<file path="config.mk">
export PLATFORM = sky130hd
export DESIGN_NAME = sad_min_tracker
export DESIGN_NICKNAME = d
export VERILOG_FILES = /design/src/rtl/sad_min_tracker.sv
export SDC_FILE = /design/constraint.sdc
export NUM_CORES = 1
export LEC_CHECK = 0
export CORE_ASPECT_RATIO = 1.5
export CORE_MARGIN = 3
export CORE_UTILIZATION = 30
export DETAILED_ROUTE_END_ITERATION = 8
export DONT_BUFFER_PORTS = 1
export PLACE_DENSITY = 0.53
export SLEW_MARGIN = 0
export SYNTH_ARGS = -nofsm -noshare
export SYNTH_HDL_FRONTEND = slang
export SYNTH_SLANG_ARGS = --single-unit
</file>
<file path="constraint.sdc">
create_clock -name clk -period 3.8 [get_ports clk]
set_clock_uncertainty 0.15 [all_clocks]
set_input_delay 0.76 -clock clk [delete_from_list [all_inputs] [get_ports clk]]
set_output_delay 0.76 -clock clk [all_outputs]
set_load 0.02 [all_outputs]
</file>
<file path="src/rtl/sad_min_tracker.sv">
// rtl/sad_min_tracker.sv - running minimum SAD / index tracker over a fixed number of beats
//
// Purpose: accepts BEATS beats of three (sad, index) candidate pairs per search,
// reduces each beat to its lane minimum and keeps the overall minimum with its index.
// Ports:
//   clk, rst_n                 clock, asynchronous active-low reset
//   start                      begin (or restart) a search
//   in_valid / in_ready        beat handshake; accepted when both high
//   sad_in1..3, index_in1..3   candidate SADs and their indices
//   best_sad, best_index       current/final minimum and its index
//   busy                       search in progress
//   out_valid                  result final, held until next start
//   done                       one-cycle pulse when the result becomes final

module sad_min_tracker #(
    parameter int SAD_W = 32,
    parameter int IDX_W = 32,
    parameter int BEATS = 16
) (
    input  logic             clk,
    input  logic             rst_n,
    input  logic             start,
    input  logic             in_valid,
    output logic             in_ready,
    input  logic [SAD_W-1:0] sad_in1,
    input  logic [SAD_W-1:0] sad_in2,
    input  logic [SAD_W-1:0] sad_in3,
    input  logic [IDX_W-1:0] index_in1,
    input  logic [IDX_W-1:0] index_in2,
    input  logic [IDX_W-1:0] index_in3,
    output logic [SAD_W-1:0] best_sad,
    output logic [IDX_W-1:0] best_index,
    output logic             busy,
    output logic             out_valid,
    output logic             done
);

    localparam int CNT_W = $clog2(BEATS + 1);
    localparam logic [CNT_W-1:0] LAST_CNT = CNT_W'(BEATS - 1);

    typedef enum logic [1:0] {
        IDLE  = 2'd0,
        ACCUM = 2'd1,
        DONE  = 2'd2
    } state_t;

    state_t           state;
    logic [CNT_W-1:0] beat_cnt;

    logic [SAD_W-1:0] min12_sad;
    logic [IDX_W-1:0] min12_idx;
    logic [SAD_W-1:0] lane_sad;
    logic [IDX_W-1:0] lane_idx;
    logic             beat_accept;

    assign busy        = (state == ACCUM);
    assign in_ready    = (state == ACCUM) && !start;
    assign beat_accept = in_valid && in_ready;

    // Strict < at each stage so an equal SAD never displaces a lower-numbered lane.
    always_comb begin
        min12_sad = sad_in1;
        min12_idx = index_in1;
        if (sad_in2 < sad_in1) begin
            min12_sad = sad_in2;
            min12_idx = index_in2;
        end
        lane_sad = min12_sad;
        lane_idx = min12_idx;
        if (sad_in3 < min12_sad) begin
            lane_sad = sad_in3;
            lane_idx = index_in3;
        end
    end

    always_ff @(posedge clk or negedge rst_n) begin
        if (!rst_n) begin
            state      <= IDLE;
            beat_cnt   <= '0;
            best_sad   <= '0;
            best_index <= '0;
            out_valid  <= 1'b0;
            done       <= 1'b0;
        end else begin
            done <= 1'b0;
            case (state)
                IDLE, DONE: begin
                    if (start) begin
                        state     <= ACCUM;
                        beat_cnt  <= '0;
                        out_valid <= 1'b0;
                    end
                end
                ACCUM: begin
                    if (start) begin
                        // Restart: a zero count makes the next beat reload best unconditionally.
                        beat_cnt <= '0;
                    end else if (beat_accept) begin
                        if ((beat_cnt == '0) || (lane_sad < best_sad)) begin
                            best_sad   <= lane_sad;
                            best_index <= lane_idx;
                        end
                        beat_cnt <= beat_cnt + CNT_W'(1);
                        if (beat_cnt == LAST_CNT) begin
                            state     <= DONE;
                            out_valid <= 1'b1;
                            done      <= 1'b1;
                        end
                    end
                end
                default: state <= IDLE;
            endcase
        end
    end

endmodule
</file>
# Word level (Yosys, flattened, before mapping)

Cells that the tools add are included.
W data, S select, Z words.

Add/subtract/negate cells: 1
Equality and inequality tests: 8
Order comparisons: 3
Bitwise logic cells: 1
Mux-type cells: 22
Reduce and logical (&&, ||, !) cells: 12

Operators with widths:

| operator              | number |
|---|---|
| $mux W32              | 4 |
| $lt A32 B32 Y1        | 3 |
| $mux W5               | 3 |
| $pmux W5 S2           | 1 |
| $mux W1               | 8 |
| $mux W2               | 4 |
| $reduce_and A4 Y1     | 2 |
| $add A5 B1 Y5 const B | 1 |
| $eq A5 B4 Y1 const B  | 1 |
| $logic_not A5 Y1      | 1 |
| $reduce_and A5 Y1     | 1 |
| $ne A2 B1 Y1 const B  | 2 |
| $ne A2 B2 Y1 const B  | 2 |
| $pmux W2 S2           | 1 |
| $ne A3 B2 Y1 const B  | 1 |
| $reduce_and A3 Y1     | 1 |
| $eq A2 B1 Y1 const B  | 1 |
| $eq A2 B2 Y1 const B  | 1 |
| $logic_and A1 B1 Y1   | 2 |
| $logic_not A2 Y1      | 1 |
| $pmux W1 S2           | 1 |
| $reduce_bool A2 Y1    | 1 |
| $reduce_or A2 Y1      | 1 |
| $logic_not A1 Y1      | 1 |
| 2 further kinds       | 2 |

Register bits: 73
Input port bits: 196
Word-level logic and storage cells: 53
Output and inout bits: 68

# Depth between registers and ports, before layout

Gate-level depths: netlist of the first run.

Word-level depth: 7
Mapped depth: 33
Gate-level depth less buffers: 28

# Worst setup path before layout of the first run

Ideal clock, no wire load.

Path kind: input -> register
From: input port sad_in1[25]
To: register best_sad[0]
Setup time: 0.128 ns
Stages: 32
Setup slack: -3.711 ns
Data required time: 3.522 ns
Path buffers: 5
Data arrival time: 7.233 ns
Cells stage by stage: inv_1 > ha_1 > a21o_1 > a221o_1 > a221oi_1 > o21ai_1 > a21oi_2 > clkbuf_1 > clkbuf_1 > a21oi_1 > ha_1 > a21oi_1 > o221ai_1 > a31oi_1 > o21ai_0 > a211oi_1 > a31o_2 > a31o_2 > buf_6 > buf_4 > mux2i_1 > ha_1 > a2111oi_0 > o21ai_0 > a221o_1 > nand2_1 > a311oi_1 > or3b_1 > nor3_1 > a221oi_4 > buf_6 > mux2_1

Longest elaborated chain between the ends: 7

RTL lines:

| item                                   | RTL line | text |
|---|---|---|
| start, declared                        | 25       | `input logic [SAD_W-1:0] sad_in1,` |
| $lt A32 B32 Y1                         | 64       | `if (sad_in2 < sad_in1) begin` |
| $mux W32 (*)                           | 64       |  |
| $lt A32 B32 Y1                         | 70       | `if (sad_in3 < min12_sad) begin` |
| $mux W32 (*)                           | 70       |  |
| via lane_sad[19]                       | 52       | `logic [SAD_W-1:0] lane_sad;` |
| $lt A32 B32 Y1 (*)                     | 99       | `if ((beat_cnt == '0) \|\| (lane_sad < best_sad)) begin` |
| $logic_or A1 B1 Y1 (*)                 | 99       |  |
| $reduce_and A4 Y1 (no source line) (*) | -        |  |
| end signal, assigned                   | 100      | `best_sad <= lane_sad;` |
| end, declared                          | 31       | `output logic [SAD_W-1:0] best_sad,` |

The timed path passes the listed nets; every way through them passes the cells marked *.
A chain may end at the register's enable or synchronous reset.

# Final worst setup path of the first run

From: input port sad_in1[5]
To: register best_sad[7]

Same word-level chain as after synthesis.

==> metrics, run 1 <==
crit-path most repeated cell=buf_12; GR Util All Layers=between 10% and 20%; clk root buf=clkbuf_16; ant diodes=0; crit-path max FO=8; share of the synthesized area in the top cell type=approximately 27%; Setup WS post-layout=-3.006 ns; Clock Path Buffers=2; Via Count=5,771; clk_lat worst skew=around 0.34 ns; post-synthesis cell count=around 700; Pins Over Slew Limit=0; Worst setup SP type=primary input; crit path buf inv count=11; Routed wire per std cell=around 20 µm; critical path capture point type=flip-flop; Slew Limit Headroom=72.12%; Syn Area/Cell=around 9.6 µm²; fillers=2,108; initial antenna violation count=0; first-pass GRT wire length=32,460 µm; Setup Crit Path Kind=in2reg; cts bufs inserted=9; die height=between 150 and 200 µm; Worst R2R Setup Slack=between 0.3 and 0.4 ns; core footprint=0.02180 mm²; CTS tree=done; final non-filler cell total=around 1,100; synth warn=0; reg2reg start=best_sad[9]; post-route ant nets=0; GP Congestion=~0.86; status=complete, but fails checks; most common cell after layout, fill and taps aside=buf_4; Worst-Margin Slew=0.4181 ns; Yosys cell types=51; vias in the first global route=approximately 6,000; Max Cap Violations=0; I/O Buffers=0; die area=0.02423 mm²; Post-Syn Area=~0.0067 mm²; Final Hold Fails=0; final wirelength=approximately 22,000 µm; num rows=66; CTS H-tree lvls=3; Setup TNS=-190.62 ns; CP delay by family, top=compound AO/OA/AOI/OAI gates; Final min period=just under 7 ns; num ports=around 260; Iter 0 DRT Violations=131; Syn Nets=994; DIE WIDTH=between 100 and 150 µm; total power=approximately 5.7 mW; commonest non-fill, non-tap cells in the layout=buf_4, inv_1, mux2_2, dfrtp_1, ha_1; share of cells above drive strength 1=around half; Worst EP required=slightly below 4 ns; Arr. time, crit path=a little under 7 ns; Worst Reg2Reg Path Length in Cells=14; Clock Sinks=73; Worst VDD drop=slightly below 0.3 mV; min-delay worst type=in2async; final setup fails=between 60 and 70; Lkg Pwr=about 4.7 nW; failing checks=setup timing; Fin Hold WS=between 0.15 and 0.2 ns; largest net degree at the start of global routing=74; delay of the slowest critical-path stage=about 0.37 ns; Max Freq=0.1469 GHz; Reg2Reg Capture Point=best_index[27]; dpl hpwl=~17,000 µm; PD cells=roughly 580 mW/mm²; area leader, netlist=dfrtp_1; placed insts=~1,100; Post-route DRC=0; P&R area growth vs syn=46.67%; sequential element share of the synthesized area=27.23%; grt ovf=0; vias per cell=5.125; Critical-path top delay cell=o41ai_4; Reg clk slew, reported paths=~0.06 ns; Initial Utilization=about 31%; Tcrit/Tclk final=179.1%; RSZ-0062 raised after global routing=true; Final nets=1,141; Yosys reg bits=73; synth top area cells=dfrtp_1, ha_1, mux2_2; DRT Pass-1 Iters=4
[power breakdown]
part / total (mW) / internal, mW / switching, mW
Sequential: 1.86 / 1.12 / 0.731
Clock: 0.933 / 0.578 / 0.355
Combinational: 2.93 / 1.69 / 1.24
Total: 5.72 / 3.39 / 2.32
[stage by stage]
stage / cell area [µm²] / util [%] / setup WS [ns]
after global placement: 8029 / 36.83 / -3.889
after detailed placement: 8029 / 36.83 / -3.903
after global routing: 9838 / 45.13 / -3.313
final: 9838 / 45.13 / -3.006
after CTS: 9148 / 41.96 / -2.986
after floorplan: 6937 / - / -3.196
[flip-flops by register name (all words and copies together) (netlist names)]
register,flops
beat_cnt,5
best_sad,32
done,1
best_index,32
state,2
out_valid,1
[logic make-up (layout without fill, tap and decap cells)]
logic type	after synthesis	count (layout)	share of synthesized area (%)
AND/OR/NAND/NOR	118	118	8.320
adder cells (fa/ha/maj)	96	96	17.91
buffers and inverters	127	279	8.338
multiplexers	161	161	26.51
flip-flops	73	73	27.23
AO/OA/AOI/OAI	127	127	11.70
[cell usage after synthesis, drive strengths merged]
library cell and count:
or3b 1, o21a 5, o221ai 1, a2111oi 1
a31o 3, nand3 8, a31oi 2, dfrtp 73
nand2 26, o22ai 1, o21ai 24, a221oi 3
mux2i 31, a211oi 5, or2 1, ha 96
a221o 2, o41ai 1, a211o 1, mux2 130
and3 1, inv 103, a21o 9, o21bai 1
clkbuf 7, a21oi 62, buf 17, nor2b 1
a22oi 1, a311oi 1, o211ai 3, and2 2
nor2 48, and4 2, nand2b 2, nor4b 1
nor3b 2, a32o 1, nor4 4, nand4 15
nor3 3, or3 1
[layout make-up]
type / instances / area, µm² / share of cell area [%]
multi-input combinational: 502 / 5411 / 55.00
sequential: 73 / 1827 / 18.57
timing repair buffer: 160 / 1533 / 15.58
inverter: 103 / 407.9 / 4.146
tap: 272 / 340.3 / 3.459
clock buffer: 10 / 229.0 / 2.327
clock inverter: 6 / 90.09 / 0.9157
[metal layers]
metal,share of wire (%),track usage [%]
met1,36,18.04
met4,2.6,5.188
met2,54,32.04
met5,0,0
met3,7.9,5.955
[worst max-delay path by stage]
stage,depth (start not counted),from,to
3_5_place_dp,31,sad_in1[7],best_index[13]
2_1_floorplan,32,sad_in2[25],best_index[27]
4_1_cts,35,sad_in1[3],best_index[26]
3_3_place_gp,31,sad_in1[3],best_index[9]
6_report,35,sad_in1[5],best_sad[7]
5_1_grt,36,sad_in1[5],best_index[27]
[repair_timing]
action | CTS | global route
endpoints found under the hold margin | 73 | 0
endpoints found under the setup margin | 64 | 64
gates resized for setup | 111 | 104
cloned | 4 | 4
buffers inserted | 22 | 9
hold buffers | 1 | 0
pin swaps | 23 | 36
Note: power is estimated with default switching activity, not from simulation.
==> run 2, diff against run 1 <==
--- a/config.mk
+++ b/config.mk
@@ -6,7 +6,6 @@
 export NUM_CORES = 1
 export LEC_CHECK = 0
 export CORE_ASPECT_RATIO = 1.5
-export CORE_MARGIN = 3
 export CORE_UTILIZATION = 30
 export DETAILED_ROUTE_END_ITERATION = 8
 export DONT_BUFFER_PORTS = 1
==> metrics, run 2 (same netlist as run 1, synthesis figures left out) <==
status=complete, but fails checks; failing checks=setup timing; DRT Pass-1 Iters=4 (unchanged); fillers=2,171 (+3.0%); Largest regs=best_index x32, best_sad x32, beat_cnt x5; grt ovf=0 (unchanged); first-pass GRT wire length=29,970 µm (-7.7%); Arr. time, crit path=6.92 ns (+0.04 ns); largest net degree at the start of global routing=74 (unchanged); final wirelength=20,060 µm (-9.2%); Initial Utilization=30.77% (unchanged); post-route ant nets=0 (unchanged); Tcrit/Tclk final=180.0% (+0.94 points); Pins Over Slew Limit=0 (unchanged); Setup WS pre-CTS=-3.965 ns (-0.06282 ns); Max Cap Violations=0 (unchanged); Fin Hold WS=0.1196 ns (-0.03200 ns); Final nets=1,122 (-1.7%); Reg2Reg Capture Point=best_index[15]; reg2reg start=beat_cnt[0]; Setup Crit Path Kind=in2reg; Critical-path top delay cell=or3b_4; min-delay worst type=in2async; cts bufs inserted=9 (unchanged); Worst EP required=3.88 ns (about the same); CTS tree=done; core footprint=0.02180 mm² (unchanged); clk_lat worst skew=0.35 ns (about the same); Clock Sinks=73 (unchanged); Reg clk slew, reported paths=0.07 ns (about the same); GP Congestion=0.8321 (-3.0%); CTS H-tree lvls=3 (unchanged); Slew Limit Headroom=45.05% (-27 points); vias in the first global route=5,803 (-4.0%); die height=185.1 µm (-2.1%); delay of the slowest critical-path stage=0.47 ns (+0.10 ns); crit-path max FO=34 (+26); Worst setup SP type=primary input; Worst-Margin Slew=0.8128 ns (+0.3947 ns); final setup fails=64 (unchanged); Routed wire per std cell=18.12 µm (-7.7%); share of cells above drive strength 1=43.35% (-7.6 points); critical path capture point type=flip-flop; Setup TNS=-191.86 ns (-1.239 ns); ant diodes=0 (unchanged); vias per cell=5.047 (-1.5%); Setup WS post-layout=-3.042 ns (-0.03555 ns); Worst Reg2Reg Path Length in Cells=13 (-1); DIE WIDTH=124.1 µm (-3.1%); Final min period=6.842 ns (+0.03555 ns); Max Freq=0.1462 GHz (-0.52%); GR Util All Layers=17.59% (+0.34 points); commonest non-fill, non-tap cells in the layout=buf_4, inv_1, mux2_2, ha_1, dfrtp_1; Iter 0 DRT Violations=123 (-6.1%); num ports=264 (unchanged); Clock Path Buffers=2 (unchanged); Worst R2R Setup Slack=0.36 ns (-0.03 ns); Lkg Pwr=4.410 nW (-6.1%); Worst VDD drop=0.3798 mV (+30%); clk root buf=clkbuf_16; Final Hold Fails=0 (unchanged); most common cell after layout, fill and taps aside=buf_4; Via Count=5,587 (-3.2%); initial antenna violation count=0 (unchanged); dpl hpwl=15,850 µm (-4.5%); Post-route DRC=0 (unchanged); num rows=66 (unchanged); I/O Buffers=0 (unchanged); RSZ-0062 raised after global routing=true; P&R area growth vs syn=36.11%; PD cells=578.2 mW/mm² (-0.51%); die area=0.02297 mm² (-5.2%)
==> run 2: final cells by class <==
class                   instances  area (µm²)  area share, %
well taps                     272       340.3          3.728
inverters                     103       404.1          4.426
clock buffers                  10       229.0          2.508
clock inverters                 6       67.56         0.7400
flip-flops and latches         73        1827          20.01
multi-input cells             502        4945          54.16
repair buffers                141        1318          14.43
==> run 2: routing by layer <==
layer | track usage, % | routed length [µm] | share of wire (%)
met5 | 0 | 0 | 0
met2 | 31.69 | 10320 | 51
met4 | 8.381 | 750 | 3.7
met1 | 17.68 | 7369 | 37
met3 | 6.096 | 1623 | 8.1
==> run 2: worst max path at each step <==
stage | from | end
2_1_floorplan | sad_in2[25] | best_index[27]
3_3_place_gp | sad_in1[3] | best_sad[15]
3_5_place_dp | sad_in1[3] | best_sad[31]
4_1_cts | sad_in1[3] | best_sad[16]
5_1_grt | sad_in1[5] | best_sad[11]
6_report | sad_in1[3] | best_index[15]
==> run 2: stage by stage <==
stage	total power, mW	cells	util (%)	cell area [µm²]
finish	5.279	1107	41.88	9130
global route	5.654	1107	41.88	9130
detailed placement	3.987	1068	36.66	7991
global placement	3.968	1068	36.66	7991
floorplan	3.279	702	-	6937
CTS	5.258	1104	40.93	8922
==> run 2: critical path: cells and delay by family <==
kind / cells / cell delay [ns]
AOI/OAI and AO/OA: 15 / 2.41
buffers and inverters: 9 / 1.28
and+or+nand+nor: 6 / 1.01
adders and majority gates: 3 / 0.81
muxes: 2 / 0.64
==> run 2: repair_timing <==
action,in CTS,in global routing
setup endpoints to repair,64,64
gates resized for setup,77,37
pin swaps,3,10
gates cloned,5,0
hold buffers,1,0
hold endpoints to repair,73,0
setup buffers,14,4
==> run 2: power by group <==
| group | total (mW) | switching [mW] | internal [mW] |
|---|---|---|---|
| clock network | 0.877 | 0.366 | 0.511 |
| registers | 1.86 | 0.737 | 1.12 |
| logic | 2.54 | 1.10 | 1.44 |
| total | 5.28 | 2.20 | 3.07 |
